**config.mk**
```make
export PLATFORM = sky130hd
export DESIGN_NAME = mem_swap_ctrl
export DESIGN_NICKNAME = d
export VERILOG_FILES = /design/src/rtl/mem_swap_ctrl.sv
export SDC_FILE = /design/constraint.sdc
export NUM_CORES = 1
export LEC_CHECK = 0
export CAP_MARGIN = 10
export CORE_AREA = 2 2 103 105
export CTS_CLUSTER_SIZE = 25
export DETAILED_ROUTE_END_ITERATION = 12
export DIE_AREA = 0 0 105 107
export PLACE_DENSITY = 0.55
export SETUP_SLACK_MARGIN = 0.1
export SLEW_MARGIN = 20
export SYNTH_ARGS = -nofsm -noshare
export SYNTH_HDL_FRONTEND = slang
export SYNTH_SLANG_ARGS = --single-unit
```
**constraint.sdc**
```tcl
create_clock -name clk -period 4.2 [get_ports clk]
set_clock_uncertainty 0.15 [all_clocks]
set_input_delay 0.84 -clock clk [delete_from_list [all_inputs] [get_ports clk]]
set_output_delay 0.84 -clock clk [all_outputs]
set_load 0.03 [all_outputs]
```
**src/rtl/mem_swap_ctrl.sv**
```systemverilog
// mem_swap_ctrl
// Exchanges the contents of two register-file locations through the
// file's single combinational read port and single synchronous write port.
// Each accepted request runs read A, read B, write A, write B, done.
// A same-address request skips both writes.
//
// Ports
//   clk, rst          clock; synchronous active-high reset
//   start             swap request, accepted only while idle
//   addr_a, addr_b    the two locations, captured with start
//   data_r            register-file read data (combinational from address_r)
//   address_r         register-file read address
//   address_w, we,
//   data_w            register-file write port
//   busy              swap in progress (read and write phases)
//   done              one-cycle pulse when a swap completes
//   swap_count        completed swaps, saturating at all-ones
//
// state | meaning
// ------+--------------------------------------------------
// IDLE  | waiting for start
// RD_A  | read location A into tmp_a
// RD_B  | read location B into tmp_b
// WR_A  | write tmp_b to location A
// WR_B  | write tmp_a to location B
// DONE  | pulse done, bump swap_count

module mem_swap_ctrl #(
  parameter int ADDR_W  = 7,
  parameter int DATA_W  = 8,
  parameter int COUNT_W = 16
) (
  input  logic               clk,
  input  logic               rst,
  input  logic               start,
  input  logic [ADDR_W-1:0]  addr_a,
  input  logic [ADDR_W-1:0]  addr_b,
  input  logic [DATA_W-1:0]  data_r,
  output logic [ADDR_W-1:0]  address_r,
  output logic [ADDR_W-1:0]  address_w,
  output logic               we,
  output logic [DATA_W-1:0]  data_w,
  output logic               busy,
  output logic               done,
  output logic [COUNT_W-1:0] swap_count
);

  typedef enum logic [2:0] {
    S_IDLE = 3'd0,
    S_RD_A = 3'd1,
    S_RD_B = 3'd2,
    S_WR_A = 3'd3,
    S_WR_B = 3'd4,
    S_DONE = 3'd5
  } state_t;

  state_t state, state_nx;

  logic [ADDR_W-1:0] ra, rb;
  logic [DATA_W-1:0] tmp_a, tmp_b;

  always_ff @(posedge clk) begin
    if (rst) begin
      state <= S_IDLE;
    end else begin
      state <= state_nx;
    end
  end

  always_comb begin
    state_nx = state;
    case (state)
      S_IDLE:  if (start) state_nx = S_RD_A;
      S_RD_A:  state_nx = S_RD_B;
      S_RD_B:  state_nx = (ra == rb) ? S_DONE : S_WR_A;
      S_WR_A:  state_nx = S_WR_B;
      S_WR_B:  state_nx = S_DONE;
      S_DONE:  state_nx = S_IDLE;
      default: state_nx = S_IDLE;
    endcase
  end

  always_ff @(posedge clk) begin
    if (rst) begin
      ra         <= '0;
      rb         <= '0;
      tmp_a      <= '0;
      tmp_b      <= '0;
      swap_count <= '0;
    end else begin
      if (state == S_IDLE && start) begin
        ra <= addr_a;
        rb <= addr_b;
      end
      if (state == S_RD_A) tmp_a <= data_r;
      if (state == S_RD_B) tmp_b <= data_r;
      if (state == S_DONE && swap_count != '1) begin
        swap_count <= swap_count + {{(COUNT_W-1){1'b0}}, 1'b1};
      end
    end
  end

  always_comb begin
    address_r = ra;
    address_w = '0;
    data_w    = '0;
    we        = 1'b0;
    busy      = 1'b0;
    done      = 1'b0;
    case (state)
      S_RD_A: busy = 1'b1;
      S_RD_B: begin
        busy      = 1'b1;
        address_r = rb;
      end
      S_WR_A: begin
        busy      = 1'b1;
        we        = 1'b1;
        address_w = ra;
        data_w    = tmp_b;
      end
      S_WR_B: begin
        busy      = 1'b1;
        we        = 1'b1;
        address_w = rb;
        data_w    = tmp_a;
      end
      S_DONE:  done = 1'b1;
      default: ;
    endcase
    // A reset asserted during a write cycle must stop that write from
    // committing on the same edge that returns the FSM to idle.
    if (rst) we = 1'b0;
  end

endmodule

```
==> results of run 1 <==
worst register-to-register path, cell delays in order, from the launching register on:
cell and delay, ps:
dfxtp_1 420, ha_1 210, nand3_1 160, o41ai_2 900
mux2i_1 270, nor2_1 50
layer usage:
layer,vias up,global-route usage [%],share of wire [%]
met1,1078,14.83,46
met3,6,3.040,6.1
met5,-,0,0
li1,1132,-,-
met2,61,19.76,46
met4,0,3.333,1.1
worst paths after layout:
kind / endpoint / cells after the start / slack, ps
worst max-delay path: we / 5 / 640
worst max register to register: swap_count[1]$_SDFFE_PP0P_ / 5 / 1910
worst min register to register: tmp_b[0]$_SDFFE_PP0P_ / 2 / 310
worst min-delay path: tmp_b[0]$_SDFFE_PP0P_ / 2 / 310
kinds of logic (layout without fill, tap and decap cells):
| logic type | Yosys count | after routing | synth area share (%) |
|---|---|---|---|
| fa+ha+maj | 1 | 1 | 0.5318 |
| xor+xnor | 10 | 10 | 3.724 |
| compound gates | 65 | 65 | 18.14 |
| simple gates | 133 | 133 | 27.13 |
| buf+inv | 23 | 83 | 4.947 |
| mux | 9 | 9 | 3.830 |
| flops | 49 | 49 | 41.70 |
metrics by stage:
step	worst slack, ps	total power, µW	utilization (%)	area, µm²	std cells
after global placement	1069	799.5	30.85	3113	478
final	636.8	1082	31.78	3207	486
after global routing	517.1	1148	31.78	3207	486
after CTS	619.9	1101	31.78	3207	486
after floorplan	1547	707.2	-	2352	290
after detailed placement	967.0	804.3	30.85	3113	478
cell usage after synthesis (2+ instances only):
| cell | n |
|---|---|
| a211oi_1 | 4 |
| a21oi_1 | 32 |
| a22o_1 | 15 |
| and3_1 | 2 |
| buf_2 | 8 |
| buf_6 | 2 |
| clkbuf_1 | 8 |
| dfxtp_1 | 49 |
| inv_1 | 4 |
| mux2i_1 | 9 |
| nand2_1 | 71 |
| nand3_1 | 5 |
| nand4_1 | 5 |
| nor2_1 | 23 |
| nor3_1 | 4 |
| nor3b_1 | 3 |
| nor4_1 | 3 |
| o21ai_0 | 5 |
| o31ai_1 | 4 |
| or3_1 | 4 |
| or4_1 | 4 |
| xnor2_1 | 2 |
| xor2_1 | 8 |
layout make-up:
type                            instances  area, µm²  share of cell area, %
Timing Repair Buffer                   70      683.2                  21.30
Inverter                                5      23.77                 0.7413
Clock buffer                            5      68.82                  2.146
Sequential cell                        49      980.9                  30.59
Clock inverter                          3      25.02                 0.7803
Tap cell                              136      170.2                  5.306
Multi-Input combinational cell        218       1255                  39.13
sequential cells by signal, indices dropped and copies added, names as in the netlist:
name and count:
rb 7, state 3, ra 7, swap_count 16
tmp_a 8, tmp_b 8
report_power, final:
group          internal [µW]  leakage (µW)  switching [µW]  total [µW]
logic                    109      0.000719             146         255
clock network            121     0.0000447             170         291
registers                498      0.000398            38.0         536
total                    727       0.00116             355        1080
==> flow_summary.ini, run 1 <==
[drt]
drc = 0
wirelength_mm = 6.573
wire_per_inst_um = 13.52
viasPerCell = 4.685
drt_iter0_markers = 42
ant_nets = 0
drt-pass1-iter-count = 4
vias = 2277

[yosys]
synth_top_cell_by_area = dfxtp_1
ys.flop_type = dfxtp_1
syn_area_per_cell_um2 = 8.111
synth_top_area_share_pct = 41.70
ys_ff_latch = 49
synthesis.area_um2 = 2352
synth_edf_count = 0
ys_types = 39
synth_cells = 290
synth_area_leaders = dfxtp_1 (42%), nand2_1 (11%), a21oi_1 (6.8%)
ys_warn_count = 0
seq_area_frac_synth_pct = 41.70
synth_nets = 316
synth-async-reset-ratio_pct = 0

[sta]
worst_pin_slew_ps = 995.8
hold_slack_ps = 315.0
finalHoldViolations = 0
tns_ps = 0
setup-violations-final = 0
slew_violations = 0
period_minus_slack_ps = 3563
max_slew_margin_pct = 32.89
period_share_pct = 84.84
fmax_ghz = 0.2806
rsz0062_at_grt = false

[clocking]
clock_sinks = 49
post_cts_buffers = 0
cts_root_buffer = clkbuf_8
insertion_delay_ps = 300
cts_tree = yes
htreeDepth = 2
clkSlewWorstSetupHoldPaths_ps = 100
cts_buffers = 5
cts.path.max_buffers = 2
cts_hold_buf = 0
ctsResizeCount = 0

[floorplanning]
fp.dieW_um = 105
ios = 66
die-area_um2 = 11240
core_region_area_um2 = 10090
die_height_um = 107
start_util_pct = 23.31
fp-row-count = 37

[global_routing]
grt_start_max_net_pins = 50
grt_usage_pct = 11.74
grt_pass1_vias = 2218
overflow = 0
grt_pass1_wl_mm = 10.73
grt_antenna_before_repair = 0

[final_layout]
final_nets = 375
final_cell_mix = nand2_1 (71), clkdlybuf4s50_1 (64), dfxtp_1 (49)
syn2layout_area_growth_pct = 36.33
nFillCells = 1117
final_common_cell = nand2_1
diodes = 0
drive_above_1_share_pct = 6.000

[power]
vdd_drop_max_mv = 0.1258
powerDensity_nw_per_um2 = 337.3
cellLeakagePower_uw = 0.001162

[critical_path]
criticalPathCategory = flip-flop to output pin
crit_buf_inv = 1
critical-path-max-stage-delay_ps = 680
path_delay_family = simple AND/OR/NAND/NOR gates
crit_chain = nor2_1 -> and2_1 -> nor2_1 -> nor2_1 -> clkdlybuf4s50_1
crit_fanout = 16
cp-end-kind = output pin
cpMostUsedCell = nor2_1
cp_data_required_time_ps = 3210
startpoint_type = flip-flop
reg2reg_from = swap_count[0]$_SDFFE_PP0P_
arrival_ps = 2570
slowest_stage = clkdlybuf4s50_1
critPathLaunch = state[0]$_SDFFE_PP0P_

[flow_run]
maxCapViolations = 0

[placed_design]
globalplace.congestion = 0.7666
place_hpwl_mm = 4.722
io_buffers = 65

[min_path]
hold_start = tmp_b[0]$_SDFFE_PP0P_
hold_class = flip-flop to flip-flop

[outcome]
status = finished, final reports clean
Note: power is estimated with default switching activity, not from simulation.
==> run 2: changes to the inputs <==
==> constraint.sdc (replaced) <==
create_clock -name clk -period 3.7 [get_ports clk]
set_clock_uncertainty 0.15 [all_clocks]
set_input_delay 0.74 -clock clk [delete_from_list [all_inputs] [get_ports clk]]
set_output_delay 0.74 -clock clk [all_outputs]
set_load 0.03 [all_outputs]
==> run 2 against run 1 <==
Against the previous run: die area unchanged; final cell count is the same; non-clock buffer count unchanged; global-route usage grew 0.15 points; critical endpoint unchanged; largest power group unchanged.
==> flow_summary.ini, run 2 (synthesis gave the netlist of run 1 again) <==
[final_layout]
diodes = 0
syn2layout_area_growth_pct = 36.38
final_common_cell = nand2_1
fin_area_um2 = 3208
multi_input_area_um2 = 1256
regMostFlops = swap_count
final_core_util_pct = 31.79
final_nets = 375
stdcell_count = 486
ff_latch_area_um2 = 980.9
largest_reg_flops = 16
top_regs = swap_count x16, tmp_a x8, tmp_b x8
final_cell_mix = nand2_1 (71), clkdlybuf4s50_1 (64), dfxtp_1 (49)
nFillCells = 1095
drive_above_1_share_pct = 6.286

[sta]
max_slew_margin_pct = 32.71
slew_violations = 0
fmax_ghz = 0.3084
setup-violations-final = 0
period_share_pct = 87.65
worst_pin_slew_ps = 998.5
tns_ps = 0
fin_ws_ps = 457.1
period_minus_slack_ps = 3243
rsz0062_at_grt = false
finalHoldViolations = 0

[global_routing]
grt_antenna_before_repair = 0
grt_start_max_net_pins = 50
grt_pass1_wl_mm = 10.85
grt_pass1_vias = 2190
overflow = 0
grt_usage_pct = 11.90

[floorplanning]
ios = 66
die-area_um2 = 11240
start_util_pct = 23.31
die_height_um = 107
fp.dieW_um = 105
fp-row-count = 37
core_region_area_um2 = 10090

[drt]
vias = 2267
wire_per_inst_um = 13.80
ant_nets = 0
viasPerCell = 4.665
wirelength_mm = 6.706
drt_iter0_markers = 52
drt-pass1-iter-count = 4
drc = 0

[clocking]
cts_tree = yes
cts_hold_buf = 0
ctsResizeCount = 0
htreeDepth = 2
post_cts_buffers = 0
clock_sinks = 49
insertion_delay_ps = 310
clkSlewWorstSetupHoldPaths_ps = 100
cts_root_buffer = clkbuf_8
cts.path.max_buffers = 2
cts_buffers = 5

[power]
p_switching_uw = 408.7
p_int_uw = 825.3
comb_power_share_pct = 23.5
clockPowerShare_pct = 27.1
seqPwrFrac_pct = 49.4
sw_frac_of_total_pct = 33.12
cellLeakagePower_uw = 0.001162
powerDensity_nw_per_um2 = 384.7
vdd_drop_max_mv = 0.1378

[critical_path]
r2r_end = swap_count[1]$_SDFFE_PP0P_
r2r_slack_ps = 1430
rr_worst_depth = 5
cp_data_required_time_ps = 2810
critPathLaunch = state[0]$_SDFFE_PP0P_
crit_fanout = 16
cp-end-kind = output pin
criticalPathCategory = flip-flop to output pin
startpoint_type = flip-flop
arrival_ps = 2350
crit_end = we
reg2reg_from = swap_count[1]$_SDFFE_PP0P_

[flow_run]
maxCapViolations = 0

[placed_design]
io_buffers = 65
dpl_worst_slack_ps = 567.2
globalplace.congestion = 0.7550
dp.cells = 478
place_hpwl_mm = 4.674
place_area_um2 = 3113

[min_path]
hold_class = flip-flop to flip-flop

[outcome]
status = finished, final reports clean
run 2: cell types whose count changed in the layout (fill, tap and decap cells not counted):
cell / previous run / this run
and2_1: 1 / 0
and2_2: 0 / 1
run 2: power groups by stage:
stage,Combinational (µW),Sequential (µW),Clock [µW]
after floorplan,202,601,0
after global placement,291,618,0
after detailed placement,292,620,0
after CTS,295,609,350
after global routing,317,616,368
final,291,609,334
run 2: final cells by class:
cell class,count,area share (%)
repair buffers,70,21.29
clock buffers,5,2.145
inverters,5,0.7410
multi-input cells,218,39.16
flip-flops and latches,49,30.58
clock inverters,3,0.7800
well taps,136,5.304
run 2: critical path: stages, from the launching register on:
cell and delay [ps]:
dfxtp_1 430, nor2_1 280, and2_2 430, nor2_1 110, nor2_1 120, clkdlybuf4s50_1 680
run 2: layer usage:
layer	vias up	GRT usage (%)	routed length, µm
met5	-	0	0
met4	0	3.810	80
met3	6	3.404	434
li1	1135	-	-
met1	1059	15.28	3138
met2	67	19.25	3052
run 2: stage by stage:
step | hold WS (ps) | power, µW
3_5_place_dp | 298.8 | 912.9
4_1_cts | 314.2 | 1253
5_1_grt | 330.3 | 1300
2_1_floorplan | 286.6 | 802.8
6_report | 309.4 | 1234
3_3_place_gp | 292.1 | 909.8
run 2: worst min-delay path by stage:
stage | startpoint | endpoint | slack (ps) | cells past startpoint
finish | tmp_b[4]$_SDFFE_PP0P_ | tmp_b[4]$_SDFFE_PP0P_ | 310 | 2
global route | tmp_b[4]$_SDFFE_PP0P_ | tmp_b[4]$_SDFFE_PP0P_ | 330 | 2
floorplan | tmp_b[0]$_SDFFE_PP0P_ | tmp_b[0]$_SDFFE_PP0P_ | 290 | 2
CTS | tmp_b[6]$_SDFFE_PP0P_ | tmp_b[6]$_SDFFE_PP0P_ | 310 | 2
global placement | tmp_b[5]$_SDFFE_PP0P_ | tmp_b[5]$_SDFFE_PP0P_ | 290 | 2
detailed placement | tmp_b[6]$_SDFFE_PP0P_ | tmp_b[6]$_SDFFE_PP0P_ | 300 | 2
==> edit: new RTL, settings of run 2 <==
The 6 states of `state_t` get a Gray code encoding in 3 bits.
--- a/src/rtl/mem_swap_ctrl.sv
+++ b/src/rtl/mem_swap_ctrl.sv
@@ -47,10 +47,10 @@
 
   typedef enum logic [2:0] {
-    S_IDLE = 3'd0,
-    S_RD_A = 3'd1,
-    S_RD_B = 3'd2,
-    S_WR_A = 3'd3,
-    S_WR_B = 3'd4,
-    S_DONE = 3'd5
+    S_IDLE = 3'b000,
+    S_RD_A = 3'b001,
+    S_RD_B = 3'b011,
+    S_WR_A = 3'b010,
+    S_WR_B = 3'b110,
+    S_DONE = 3'b111
   } state_t;
 
Function: no difference found for any inputs over 10 cycles, from zero or initial values and one cycle with rst high; not proved beyond that.
==> edit against run 2 <==
Critical path depth shrank 2. Design area up 2.7%. Clock power rose by 4%. Worst setup slack better by 0.091 ns. Global-route usage is 0.12 points lower. Power fell by 2.9%. Routed wire length grew 0.69%. Area after synthesis rose by 3.5%. Maximum frequency grew 2.9%. Sequential cell count unchanged. Critical path type unchanged.
==> edit: results (changes against run 2) <==
- Outcome: complete, no violations (unchanged)
- Final Non-Filler Cells: 504 (was 486)
- Vias in the first global route: 2,169 (was 2,190)
- Syn_area_per_cell: 7.88 µm² (was 8.11 µm²)
- Met1 wire length: 3290 µm (was 3140 µm)
- Slew margin rel.: 47.5% (was 32.7%)
- PortBufs: 65 (unchanged)
- Worst Path Arrival: 2.26 ns (was 2.35 ns)
- Final HPWL DP: 4740 µm (was 4670 µm)
- Met2 WL post-DR: 3150 µm (was 3050 µm)
- Worst vdd ir: 0.157 mV (was 0.138 mV)
- # nets final: 393 (was 375)
- Count of cell types in the netlist: 42 (was 39)
- R2r setup slk: 1.71 ns (was 1.43 ns)
- RR Startpoint: state[1] (was swap_count[1])
- Initial DRC Count: 100 (was 52)
- Layout cell share with drive strength beyond 1: 5.43% (was 6.29%)
- Sw frac: 32.3% (was 33.1%)
- CP max stage delay: 0.71 ns (was 0.68 ns)
- WL met3: 261 µm (was 434 µm)
- Post-DP Area: 3200 µm² (was 3110 µm²)
- Worst Min Path Start: tmp_b[3] (was tmp_b[4])
- LEAKAGE: 0.00115 µW (was 0.00116 µW)
- Reg2reg path depth: 4 (was 5)
- Commonest cells in the synthesized netlist: nand2_1 (76), dfxtp_1 (49), nor2_1 (33) (was nand2_1 (71), dfxtp_1 (49), a21oi_1 (32))
- Worst Hold Path EP: tmp_b[3] (was tmp_b[4])
- Clk. pwr: 346 µW (was 334 µW)
- Wire per inst: 13.4 µm (was 13.8 µm)
- Top cells by area, synth: dfxtp_1 (40%), nand2_1 (12%), mux2i_1 (9.9%) (was dfxtp_1 (42%), nand2_1 (11%), a21oi_1 (6.8%))
- Reg power frac: 49.4% (about the same)
- Pin count of the biggest net entering global routing: 53 (was 50)
- Crit Path Max Fanout: 20 (was 16)
## edit: cell types whose count changed after synthesis, moves of 3 or more
cell,run 2,this run
and2_1,1,4
buf_1,0,3
nand2b_1,0,3
buf_2,8,5
nor3b_1,3,0
nand2_1,71,76
nor2b_1,0,3
or3_1,4,1
a22o_1,15,0
a211oi_1,4,0
nor2_1,23,33
mux2i_1,9,24
## edit: area by class of cell
class	instances	area, µm²
flip-flops and latches	49	981
well taps	136	170
clock inverters	3	28.8
inverters	6	22.5
fillers	1099	6800
multi-input cells	237	1360
repair buffers	68	668
clock buffers	5	68.8
## edit: cells by family (layout without fill, tap and decap cells)
logic type	Yosys count	in the layout	synth area share, %
and+or+nand+nor	153	153	29.5
DFF	49	49	40.3
AOI/OAI and AO/OA	48	48	11.5
muxes	28	28	11.7
buffers and inverters	23	82	3.96
xor gates and xnor gates	7	7	2.52
adders and majority gates	1	1	0.514
## edit: layer usage
metal	vias up	global-route usage, %
met5	-	0
met4	0	3.14
met3	4	2.37
met2	44	19.7
met1	1099	15.4
li1	1180	-
## edit: worst min-delay path, delay by kind of cell, from the launching register on
kind	cells	cell delay (ns)
flops	1	0.32
simple gates	1	0.05
compound gates	1	0.05
## edit: worst max path at each step
stage	from	endpoint	slack (ns)
detailed placement	state[1]	data_w[3]	0.91
finish	state[1]	data_w[3]	0.55
floorplan	rst	we	1.07
global route	state[1]	data_w[3]	0.37
CTS	state[1]	data_w[3]	0.56
global placement	state[1]	address_w[0]	0.93
## edit: per-stage QoR
stage / total power, µW / worst slack, ns / hold slack [ns]
after detailed placement: 867 / 0.906 / 0.298
after floorplan: 769 / 1.07 / 0.286
final: 1200 / 0.548 / 0.310
after CTS: 1220 / 0.557 / 0.312
after global placement: 861 / 0.926 / 0.293
after global routing: 1260 / 0.365 / 0.331
